[src/rtl/per_link_arbiter.sv]
// per_link_arbiter
//   Round-robin arbiter and four-phase handshake sequencer sharing one
//   peripheral send/ack link among N_REQ requesters. One requester is granted
//   per transaction; its data is presented on per_dados while per_send is
//   raised, and a one-cycle done pulse is returned to it after the peripheral
//   has acked and released.
//
//   Optional feature (macro ARB_TIMEOUT_EN): a watchdog aborts a handshake
//   that stays TIMEOUT_CYC cycles in SEND or RELEASE, pulsing done and err
//   together. Without the macro there is no counter and err is tied to 0.
//
// Ports
//   arb_clk    in   clock, rising edge
//   arb_rst    in   asynchronous active-low reset
//   req        in   [N_REQ]          per-requester request level
//   req_dados  in   [N_REQ*DATA_W]   requester i data at [i*DATA_W +: DATA_W]
//   done       out  [N_REQ]          one-cycle completion pulse to the winner
//   err        out  1                timeout flag, coincident with done
//   busy       out  1                high whenever not IDLE
//   grant_id   out  [clog2(N_REQ)]   current / last granted requester
//   per_send   out  1                handshake request to the peripheral
//   per_dados  out  [DATA_W]         data to the peripheral
//   per_ack    in   1                handshake acknowledge from the peripheral
module per_link_arbiter #(
  parameter int unsigned N_REQ       = 4,
  parameter int unsigned DATA_W      = 4,
  parameter int unsigned TIMEOUT_CYC = 15
) (
  input  logic                      arb_clk,
  input  logic                      arb_rst,
  input  logic [N_REQ-1:0]          req,
  input  logic [N_REQ*DATA_W-1:0]   req_dados,
  output logic [N_REQ-1:0]          done,
  output logic                      err,
  output logic                      busy,
  output logic [$clog2(N_REQ)-1:0]  grant_id,
  output logic                      per_send,
  output logic [DATA_W-1:0]         per_dados,
  input  logic                      per_ack
);

  localparam int unsigned ID_W = $clog2(N_REQ);

  typedef enum logic [1:0] {StIdle, StSend, StRelease, StDone} state_e;

  state_e              r_state, w_state_d;
  logic [ID_W-1:0]     r_grant_id, w_grant_id_d;
  logic                r_per_send, w_per_send_d;
  logic [DATA_W-1:0]   r_per_dados, w_per_dados_d;
  logic [N_REQ-1:0]    r_done, w_done_d;
  logic                r_busy, w_busy_d;

  // Round-robin search: first set req bit after the last grant, wrapping.
  logic                w_found;
  logic [ID_W-1:0]     w_winner;
  logic [ID_W-1:0]     w_cand;

  always_comb begin
    w_found  = 1'b0;
    w_winner = r_grant_id;
    w_cand   = '0;
    for (int unsigned k = 1; k <= N_REQ; k++) begin
      w_cand = ID_W'((32'(r_grant_id) + k) % N_REQ);
      if (!w_found && req[w_cand]) begin
        w_found  = 1'b1;
        w_winner = w_cand;
      end
    end
  end

  logic w_timeout;

`ifdef ARB_TIMEOUT_EN
  localparam int unsigned WD_W = $clog2(TIMEOUT_CYC + 1);

  logic [WD_W-1:0] r_wd, w_wd_d;
  logic            r_err, w_err_d;

  // Counter value equals cycles already spent in the current state, so the
  // abort edge is the one that would complete TIMEOUT_CYC cycles.
  assign w_timeout = ((r_state == StSend) || (r_state == StRelease)) &&
                     (r_wd == WD_W'(TIMEOUT_CYC - 1));

  always_comb begin
    if (w_state_d != r_state) begin
      w_wd_d = '0;
    end else if ((r_state == StSend) || (r_state == StRelease)) begin
      w_wd_d = r_wd + 1'b1;
    end else begin
      w_wd_d = r_wd;
    end
  end

  // A real handshake step beats a coincident timeout.
  always_comb begin
    w_err_d = 1'b0;
    if (w_timeout) begin
      w_err_d = (r_state == StSend) ? !per_ack : per_ack;
    end
  end

  always_ff @(posedge arb_clk or negedge arb_rst) begin
    if (!arb_rst) begin
      r_wd  <= '0;
      r_err <= 1'b0;
    end else begin
      r_wd  <= w_wd_d;
      r_err <= w_err_d;
    end
  end

  assign err = r_err;
`else
  assign w_timeout = 1'b0;
  assign err       = 1'b0;
`endif

  // Next-state and next-output logic.
  always_comb begin
    w_state_d     = r_state;
    w_grant_id_d  = r_grant_id;
    w_per_send_d  = r_per_send;
    w_per_dados_d = r_per_dados;
    w_done_d      = '0;

    unique case (r_state)
      StIdle: begin
        // A stale ack from the previous transaction blocks a new grant.
        if (w_found && !per_ack) begin
          w_state_d     = StSend;
          w_grant_id_d  = w_winner;
          w_per_dados_d = req_dados[w_winner*DATA_W +: DATA_W];
          w_per_send_d  = 1'b1;
        end
      end
      StSend: begin
        if (per_ack) begin
          w_state_d    = StRelease;
          w_per_send_d = 1'b0;
        end else if (w_timeout) begin
          w_state_d              = StDone;
          w_per_send_d           = 1'b0;
          w_done_d[r_grant_id]   = 1'b1;
        end
      end
      StRelease: begin
        if (!per_ack || w_timeout) begin
          w_state_d            = StDone;
          w_done_d[r_grant_id] = 1'b1;
        end
      end
      StDone: begin
        w_state_d = StIdle;
      end
      default: begin
        w_state_d    = StIdle;
        w_per_send_d = 1'b0;
      end
    endcase

    w_busy_d = (w_state_d != StIdle);
  end

  always_ff @(posedge arb_clk or negedge arb_rst) begin
    if (!arb_rst) begin
      r_state     <= StIdle;
      r_grant_id  <= ID_W'(N_REQ - 1);
      r_per_send  <= 1'b0;
      r_per_dados <= '0;
      r_done      <= '0;
      r_busy      <= 1'b0;
    end else begin
      r_state     <= w_state_d;
      r_grant_id  <= w_grant_id_d;
      r_per_send  <= w_per_send_d;
      r_per_dados <= w_per_dados_d;
      r_done      <= w_done_d;
      r_busy      <= w_busy_d;
    end
  end

  assign done      = r_done;
  assign busy      = r_busy;
  assign grant_id  = r_grant_id;
  assign per_send  = r_per_send;
  assign per_dados = r_per_dados;

endmodule

[config.mk]
export PLATFORM = sky130hd
export DESIGN_NAME = per_link_arbiter
export DESIGN_NICKNAME = d
export VERILOG_FILES = /design/src/rtl/per_link_arbiter.sv
export SDC_FILE = /design/constraint.sdc
export NUM_CORES = 1
export LEC_CHECK = 0
export CORE_MARGIN = 5
export CORE_UTILIZATION = 50
export CTS_CLUSTER_SIZE = 16
export DETAILED_ROUTE_END_ITERATION = 6
export PLACE_DENSITY = 0.84
export SLEW_MARGIN = 10
export SYNTH_ARGS = -nofsm -noshare
export SYNTH_HDL_FRONTEND = slang
export SYNTH_SLANG_ARGS = --single-unit
[constraint.sdc]
create_clock -name arb_clk -period 6.9 [get_ports arb_clk]
set_input_delay 2.07 -clock arb_clk [delete_from_list [all_inputs] [get_ports arb_clk]]
set_output_delay 2.07 -clock arb_clk [all_outputs]
set_load 0.01 [all_outputs]
==> results by group <==
Layout
  • Post-route cell area: 1530 sq um
  • N_diodes: 0
  • Final core occ: 67.9%
  • Area delta synth->final: 27.1%
  • Share of cells above drive strength 1: 7.10%
  • Final #Nets: 198

Pwr
  • Pleak: 0.000622 uW
  • Total power: 577 uW
  • Power per cell area: 377 nW/um^2
  • Maximum VDD drop: 0.220 mV

Setup path
  • Peak fanout along the critical path: 11
  • CP Cell Sequence: clkdlybuf4s50_1, mux4_2, nand2b_1, or4_4, a21o_1, o221ai_1
  • Slowest CP cell: clkdlybuf4s50_1
  • Critical Path Start: req[1]
  • Data arrival, critical path: 4.48 ns
  • Worst Reg2Reg Path Length in Cells: 7
  • CP startpoint kind: input pin
  • Critical path class: input pin to flip-flop
  • Register-to-register setup slack: 3.07 ns
  • Critical path endpoint category: flip-flop
  • Slowest stage delay, CP: 0.56 ns
  • CP required: 7.08 ns
  • Reg-to-reg critical path startpoint: grant_id[0]

Drt
  • Antenna viol nets, final: 0
  • Routed vias/inst: 5.88
  • DRC: 0
  • 1st-iter DRT viols: 52
  • Drt first pass iters: 4
  • Vias: 1159
  • WL per Instance: 14.5 um
  • Final wirelength: 2860 um

GRT
  • First-pass GRT wire length: 4920 um
  • Grt ovf: 0
  • Total GRT Usage: 17.8%
  • Initial antenna violation count: 0
  • Largest net degree at the start of global routing: 32
  • Vias in the first global route: 1097

Clocking
  • Clock Latency Late Sink: 0.27 ns
  • Clk sinks: 14
  • CTS H-tree lvls: 1
  • Worst-case clock buffer depth: 2
  • CTS tree: yes
  • CTS Hold Buffers Added: 0
  • Resize count post-CTS: 0
  • Clock slew at reported path FFs: 0.08 ns
  • Root buf cell: clkbuf_4
  • CTS buffer count: 3
  • Setup bufs post-CTS: 0

Synthesis
  • Count leader, synth: nand2_1
  • FF+latch count, synth: 14
  • Asr flop ratio synth: 100%
  • Yosys warns: 0
  • Yosys cell types: 40
  • Yosys top cell by area: dfrtp_1
  • EDFF count, synth: 0
  • Avg Cell Area, Syn: 8.30 sq um
  • Gate Count Post-Synth: 145
  • Sequential fraction of the synthesis area: 29.3%
  • Synth top area cells: dfrtp_1, nand2_1, a211oi_1, mux4_2, dfstp_2
  • Top post-synthesis cells by count: nand2_1, dfrtp_1, a211oi_1
  • Synth Flop Type: dfrtp_1
  • Share of Yosys cell area claimed by the top area cell type: 24.9%
  • Cell Area, Synth: 1200 sq um
  • Mapped Nets: 172

STA
  • Slew @ Worst Pin: 0.650 ns
  • Final Setup Violations: 0
  • Clock skew: 0.00105 ns
  • Fin crit period: 4.30 ns
  • Fin Setup TNS: 0 ns
  • Unrepaired setup endpoints after global routing: no
  • Final hold vios: 0
  • Worst rel slew slack: 56.3%
  • Achievable frequency: 0.233 GHz
  • Final period util: 62.3%
  • Final slew viol count: 0

Placed design
  • Placed inst area: 1510 sq um
  • I/O Buffers: 34
  • Gp weighted congestion: 0.827
  • Detail Placement HPWL: 2210 um

Floorplan
  • Die X: 59.1 um
  • Core area: 2250 sq um
  • Die height: 59.1 um
  • # IOs: 36
  • FP Rows: 17
  • Die ar.: 3490 sq um
  • Initial Util: 53.4%

Run status
  • Outcome: finished clean

Hold path
  • Worst hold path class: flip-flop to flip-flop
  • Hold Startpoint: per_dados[2]
  • Hold Path Stages: 2

Flow run
  • MaxCap Viol Count: 0
==> layer usage <==
layer | up-vias | part of all wire [%] | GRT usage (%)
met5 | - | 0 | 0
met2 | 55 | 49 | 29.2
met4 | 0 | 0 | 4.85
met3 | 0 | 7.9 | 3.70
li1 | 577 | - | -
met1 | 527 | 43 | 23.5
==> layout make-up <==
class                           instances  area [sq um]
Clock buffer                            3          22.5
Timing Repair Buffer                   34           340
Fill cell                             208           724
Tap cell                               28          35.0
Inverter                                3          11.3
Multi-Input combinational cell        115           768
Sequential cell                        14           353
==> logic make-up (layout without fill, tap and decap cells) <==
group / Yosys count / in the layout / share of synthesized area (%)
simple gates: 61 / 61 / 24.0
compound gates: 39 / 39 / 23.8
buf+inv: 16 / 40 / 6.86
flops: 14 / 14 / 29.3
mux: 9 / 9 / 10.8
fa+ha+maj: 4 / 4 / 4.16
other cells: 1 / 1 / 0.312
xor+xnor: 1 / 1 / 0.728
==> state kept, by name (all words and copies together) (netlist names) <==
signal,count
per_dados,4
grant_id,2
done,4
per_send,1
busy,1
r_state,2
==> power by group <==
| part | switching [uW] | internal, uW |
|---|---|---|
| clock | 23.5 | 20.2 |
| combinational | 202 | 175 |
| sequential | 45.6 | 110 |
==> placed cells by master, fill, tap and decap left out, types with 4 or more instances in the layout <==
master           instances
clkdlybuf4s50_1         34
a21oi_1                  8
mux2i_1                  4
a311oi_1                 6
and2_1                   5
nor2_1                   7
dfrtp_1                 12
nand2_1                 34
a211oi_1                 9
ha_1                     4
==> critical path, delay by kind of cell <==
family                 cells  cell delay (ns)
multiplexers               1             0.56
AND/OR/NAND/NOR            2             0.86
buffers and inverters      1             0.56
AO/OA/AOI/OAI              2             0.43
==> path summary, 6_finish.rpt <==
path,to
hold reg to reg,per_dados[2]
setup reg to reg,per_dados[2]
hold / removal,per_dados[2]
max in group asynchronous,r_state[1]
min in group asynchronous,per_dados[0]
setup / recovery,per_dados[1]
==> metrics by stage <==
step / cells / worst slack, ns / hold WS, ns
after global routing: 197 / 2.51 / 0.537
after detailed placement: 194 / 2.35 / 0.494
final: 197 / 2.60 / 0.513
after global placement: 194 / 2.46 / 0.485
after floorplan: 145 / 3.09 / 0.498
after CTS: 197 / 2.64 / 0.518
Note: power is estimated with default switching activity, not from simulation.
